`config.mk`:
```
export PLATFORM = sky130hd
export DESIGN_NAME = alu_arbiter
export DESIGN_NICKNAME = d
export VERILOG_FILES = /design/src/rtl/alu_arbiter.sv
export SDC_FILE = /design/constraint.sdc
export NUM_CORES = 1
export LEC_CHECK = 0
export CAP_MARGIN = 20
export CORE_AREA = 5 5 145 147
export CTS_CLUSTER_DIAMETER = 120
export DETAILED_ROUTE_END_ITERATION = 16
export DIE_AREA = 0 0 150 152
export GPL_TIMING_DRIVEN = 0
export PLACE_DENSITY = 0.84
export SLEW_MARGIN = 25
export SYNTH_ARGS = -nofsm -noshare
export SYNTH_HDL_FRONTEND = slang
export SYNTH_SLANG_ARGS = --single-unit
```
`constraint.sdc`:
```
create_clock -name clk -period 3.4 [get_ports clk]
set_clock_uncertainty 0.1 [all_clocks]
set_input_delay 0.34 -clock clk [delete_from_list [all_inputs] [get_ports clk]]
set_output_delay 0.34 -clock clk [all_outputs]
set_load 0.005 [all_outputs]
```
`src/rtl/alu_arbiter.sv`:
```
// Two-requester front end for a shared ALU: arbitrates, registers the operands,
// waits one cycle for the ALU result, then holds that result until the consumer takes it.
//
// state  | meaning
// S_IDLE | waiting for a request; ready goes to the arbitration winner
// S_EXEC | operands registered on the ALU inputs; result captured at end of cycle
// S_RESP | rsp_valid high; result held until rsp_ready
module alu_arbiter #(
    parameter int PRIO_FIXED = 0
) (
    input  logic        clk,
    input  logic        rstn,
    input  logic        req0_valid,
    output logic        req0_ready,
    input  logic [4:0]  req0_op,
    input  logic [31:0] req0_a,
    input  logic [31:0] req0_b,
    input  logic [31:0] req0_pc,
    input  logic        req1_valid,
    output logic        req1_ready,
    input  logic [4:0]  req1_op,
    input  logic [31:0] req1_a,
    input  logic [31:0] req1_b,
    input  logic [31:0] req1_pc,
    output logic [4:0]  alu_op,
    output logic [31:0] alu_a,
    output logic [31:0] alu_b,
    output logic [31:0] alu_pc,
    input  logic [31:0] alu_c,
    input  logic        alu_zero,
    output logic        rsp_valid,
    input  logic        rsp_ready,
    output logic        rsp_id,
    output logic [31:0] rsp_c,
    output logic        rsp_zero
);

    typedef enum logic [1:0] {
        S_IDLE = 2'd0,
        S_EXEC = 2'd1,
        S_RESP = 2'd2
    } state_t;

    state_t      r_state;
    logic        r_rr_ptr;
    logic [4:0]  r_op;
    logic [31:0] r_a;
    logic [31:0] r_b;
    logic [31:0] r_pc;
    logic        r_id;
    logic        r_rsp_valid;
    logic [31:0] r_rsp_c;
    logic        r_rsp_zero;

    logic        w_win1;
    logic        w_idle;
    logic        w_grant0;
    logic        w_grant1;

    // A lone requester always wins; the pointer only breaks ties.
    always_comb begin
        w_win1 = req1_valid;
        if (req0_valid && req1_valid) begin
            w_win1 = (PRIO_FIXED != 0) ? 1'b0 : r_rr_ptr;
        end
    end

    // rstn gates ready so it drops the instant reset asserts.
    assign w_idle   = rstn && (r_state == S_IDLE);
    assign w_grant0 = w_idle && req0_valid && !w_win1;
    assign w_grant1 = w_idle && req1_valid && w_win1;

    assign req0_ready = w_grant0;
    assign req1_ready = w_grant1;

    always_ff @(posedge clk or negedge rstn) begin
        if (!rstn) begin
            r_state     <= S_IDLE;
            r_rr_ptr    <= 1'b0;
            r_op        <= '0;
            r_a         <= '0;
            r_b         <= '0;
            r_pc        <= '0;
            r_id        <= 1'b0;
            r_rsp_valid <= 1'b0;
            r_rsp_c     <= '0;
            r_rsp_zero  <= 1'b0;
        end else begin
            case (r_state)
                S_IDLE: begin
                    if (w_grant0 || w_grant1) begin
                        r_op     <= w_grant1 ? req1_op : req0_op;
                        r_a      <= w_grant1 ? req1_a  : req0_a;
                        r_b      <= w_grant1 ? req1_b  : req0_b;
                        r_pc     <= w_grant1 ? req1_pc : req0_pc;
                        r_id     <= w_grant1;
                        r_rr_ptr <= w_grant0;
                        r_state  <= S_EXEC;
                    end
                end
                S_EXEC: begin
                    r_rsp_c     <= alu_c;
                    r_rsp_zero  <= alu_zero;
                    r_rsp_valid <= 1'b1;
                    r_state     <= S_RESP;
                end
                S_RESP: begin
                    if (rsp_ready) begin
                        r_rsp_valid <= 1'b0;
                        r_state     <= S_IDLE;
                    end
                end
                default: begin
                    r_rsp_valid <= 1'b0;
                    r_state     <= S_IDLE;
                end
            endcase
        end
    end

    assign alu_op    = r_op;
    assign alu_a     = r_a;
    assign alu_b     = r_b;
    assign alu_pc    = r_pc;
    assign rsp_valid = r_rsp_valid;
    assign rsp_id    = r_id;
    assign rsp_c     = r_rsp_c;
    assign rsp_zero  = r_rsp_zero;

endmodule

```
# == After elaboration in Yosys (flattened, before gate mapping) ==
# Cells that the tools add are included.
# classes
eq_ne,4
muxes,10
bitwise_logic,1
reduce_logical,12
# op_table
operator,count
$mux W32,3
$logic_and A1 B1 Y1,6
$pmux W2 S3,1
$reduce_and A2 Y1,3
$mux W5,1
$mux W2,2
$pmux W1 S3,1
$eq A2 B1 Y1 const B,1
$eq A2 B2 Y1 const B,1
$logic_not A2 Y1,1
$mux W1,2
$ne A2 B1 Y1 const B,1
$ne A2 B2 Y1 const B,1
$logic_not A1 Y1,1
$logic_or A1 B1 Y1,1
$not A1 Y1,1
# word_totals
regBits,139
in_bits,240
word_cells,37

# == Depth between registers and ports, before layout ==
# depth
word_depth,7
ltp_mapped,6
ltp_nobuf,3

# == Worst setup path after synthesis ==
# No wires, ideal clock.
# synth_timing
kind,reg-to-output
startpoint,register r_state[0]
endpoint,output port req0_ready
arrival_ns,1.220
t_required_ns,2.960
path_slack_ns,1.740
stages_incl_launch_ff,7
path_buffers,3
path_cell_list,dfrtp_1 nor3b_1 buf_4 buf_4 buf_4 nand2_1 a21oi_1
# synth_between
elab_chain_len,4
# synth_rtl
item,line_no,source
from (decl),44,state_t r_state;
from (signal assigned),78,r_state <= S_IDLE;
from (signal assigned),98,r_state <= S_EXEC;
from (signal assigned),105,r_state <= S_RESP;
$logic_not A2 Y1,69,assign w_idle = rstn && (r_state == S_IDLE);
$logic_and A1 B1 Y1,69,
$logic_and A1 B1 Y1 (2 in series),70,assign w_grant0 = w_idle && req0_valid && !w_win1;
to (decl),14,"output logic req0_ready,"
# Every way passes these cells.

# == Final worst setup path ==
# layout_timing
startpoint,input port rstn
endpoint,output port req0_ready
# layout_between
elab_chain_len,3
# layout_rtl
item,line_no,source
from (decl),12,"input logic rstn,"
$logic_and A1 B1 Y1,69,
$logic_and A1 B1 Y1 (2 in series),70,
# Every way passes these cells.

==> metrics.yaml <==
outcome: "completed"
syn_area_um2: 7460
drive_gt1_frac: 0.0990
clock_sinks: 139
wl_um: 31900
crit_arrival_ns: 2.81
drtPass1Iterations: 4
cp-end-kind: "output pin"
cts_buffers: 17
vdd_drop_max_mv: 0.360
finalSetupTns_ns: 0
via_per_inst: 5.53
drc: 0
synthArstFlopShare: 1.00
cp.required_ns: 2.96
dp_slack_ns: 0.00453
r2r-start: "r_rr_ptr"
fin_ws_ns: 0.152
fp.dieArea_um2: 22800
critPathMaxFanout: 10
rows: 52
synth_seq_cells: 139
period_minus_slack_ns: 3.25
io_buffers: 376
yosysSeqAreaShare: 0.466
dp.cells: 1434
grt_max_degree: 56
syn_nets: 1027
initial_core_util: 0.377
setup_viol: 0
drv_slew: 0
cp-endpoint: "req0_ready"
rsz0062_at_grt: "false"
utilization: 0.624
grt_overflow: 0
cap_violations: 0
powerDensity_nw_per_um2: 694
synthDistinctLibCells: 23
drt_iter0_markers: 425
fin_nets: 1429
grt_pass1_wl_um: 48600
path_clk_slew_ns: 0.06
hpwl_um: 23500
power.leakage_nw: 5.05
path_class: "primary input to output pin"
synthCells: 787
crit_path_start_kind: "primary input"
worst_slew_pin_slew_ns: 0.800
area_growth_pct: 65.3
cts_buffer_depth: 2
die_w_um: 150
num_vias: 8133
max_slew_margin: 0.467
synth_area_per_cell_um2: 9.48
core-area_um2: 19800
root_buffer: "clkbuf_16"
timing.rr.end: "alu_pc[4]"
io_pins: 378
hold_class: "register to register"
first_global_vias: 8453
mostFrequentLayoutCells: "375 x clkdlybuf4s50_1, 139 x dfrtp_1, 102 x nand2_1, 102 x a31oi_1"
synthFlopType: "dfrtp_1"
fin_cells: 1472
startpoint: "rstn"
antenna_found_initial: 0
yosys_warnings: 0
synth_edf_count: 0
rrSetupSlack_ns: 1.34
n_antenna_cell: 0
fmax_mhz: 308
cts-htree-levels: 4
die_y_um: 152
ant_nets: 0
gp_congestion: 0.936
post_drt_wl_per_cell_um: 21.7
tritoncts: "done"
ff2ff_path_depth: 5
fillers: 1707
grt_usage: 0.272
clock_latency_ns: 0.42
hold_viol: 0
period_share: 0.955
final_common_cell: "clkdlybuf4s50_1"
-- worst max-delay path, stage by stage --
cell and delay [ns]:
dlygate4sd3_1 0.58, buf_8 0.15, buf_16 0.13, nor3b_1 0.18
buf_4 0.24, buf_6 0.20, buf_4 0.20, nand2_1 0.08
a21oi_1 0.13, clkdlybuf4s50_1 0.55
-- worst min-delay path by stage --
stage | endpoint | startpoint | cells after the start
floorplan | alu_a[0] | rstn | 0
global placement | rsp_id | rsp_id | 1
detailed placement | alu_b[26] | rstn | 1
CTS | rsp_id | rsp_id | 1
global route | rsp_id | rsp_id | 1
finish | rsp_id | rsp_id | 1
-- per-layer routing --
metal / track usage / share of wire / up-vias
li1: - / - / 3667
met1: 0.317 / 0.36 / 3962
met2: 0.464 / 0.50 / 437
met3: 0.0816 / 0.10 / 67
met4: 0.111 / 0.038 / 0
met5: 0 / 0 / -
-- repair_timing --
action                     4_1_cts  5_1_grt
gates resized for setup          0        1
hold endpoints to repair        55        0
setup buffers                    0        0
setup endpoints to repair        1        1
cloned                           1        0
hold buffers                     5        0
-- power breakdown --
part / leakage (nW) / internal, mW / switching [mW] / total [mW]
clock: 0.288 / 1.05 / 0.880 / 1.93
combinational: 3.23 / 2.28 / 1.54 / 3.82
sequential: 1.53 / 2.38 / 0.429 / 2.81
total: 5.05 / 5.71 / 2.85 / 8.56
-- cell type report --
type / instances / area [µm²] / area share
clock inverters: 15 / 175 / 0.0142
plain buffers: 94 / 482 / 0.0391
repair buffers: 383 / 3930 / 0.319
inverters: 101 / 379 / 0.0307
clock buffers: 17 / 425 / 0.0345
well taps: 270 / 338 / 0.0274
flip-flops and latches: 139 / 3480 / 0.282
multi-input cells: 453 / 3120 / 0.253
-- cells by family (layout without fill, tap and decap cells) --
group                  after synthesis  count (layout)  share of synthesized area
buffers and inverters              195             610                      0.115
AO/OA/AOI/OAI                      310             310                      0.311
multiplexers                        33              33                     0.0498
AND/OR/NAND/NOR                    110             110                     0.0582
flip-flops                         139             139                      0.466
-- synth_stat cells (3+ instances only) --
cell / count / area share
buf_2: 34 / 0.023
o211ai_1: 101 / 0.10
nand2_1: 102 / 0.051
clkbuf_1: 44 / 0.022
buf_1: 3 / 0.0015
mux2_2: 33 / 0.050
a31oi_1: 102 / 0.086
buf_6: 9 / 0.014
inv_1: 101 / 0.051
dfrtp_1: 139 / 0.47
buf_4: 4 / 0.0040
o22a_1: 101 / 0.12
-- registers in the layout (all words and copies together) (netlist names) --
register / flops
rsp_c: 32
rsp_valid: 1
rsp_zero: 1
alu_b: 32
alu_op: 5
rsp_id: 1
r_rr_ptr: 1
r_state: 2
alu_pc: 32
alu_a: 32
-- metrics by stage --
stage | power (mW) | cell area, µm² | hold WS, ns
2_1_floorplan | 4.23 | 7460 | -0.0556
3_3_place_gp | 6.54 | 11600 | 0.365
3_5_place_dp | 6.63 | 11600 | 0.193
4_1_cts | 8.59 | 12300 | 0.383
5_1_grt | 8.99 | 12300 | 0.401
6_report | 8.56 | 12300 | 0.383
(Power assumes the default switching activity.)
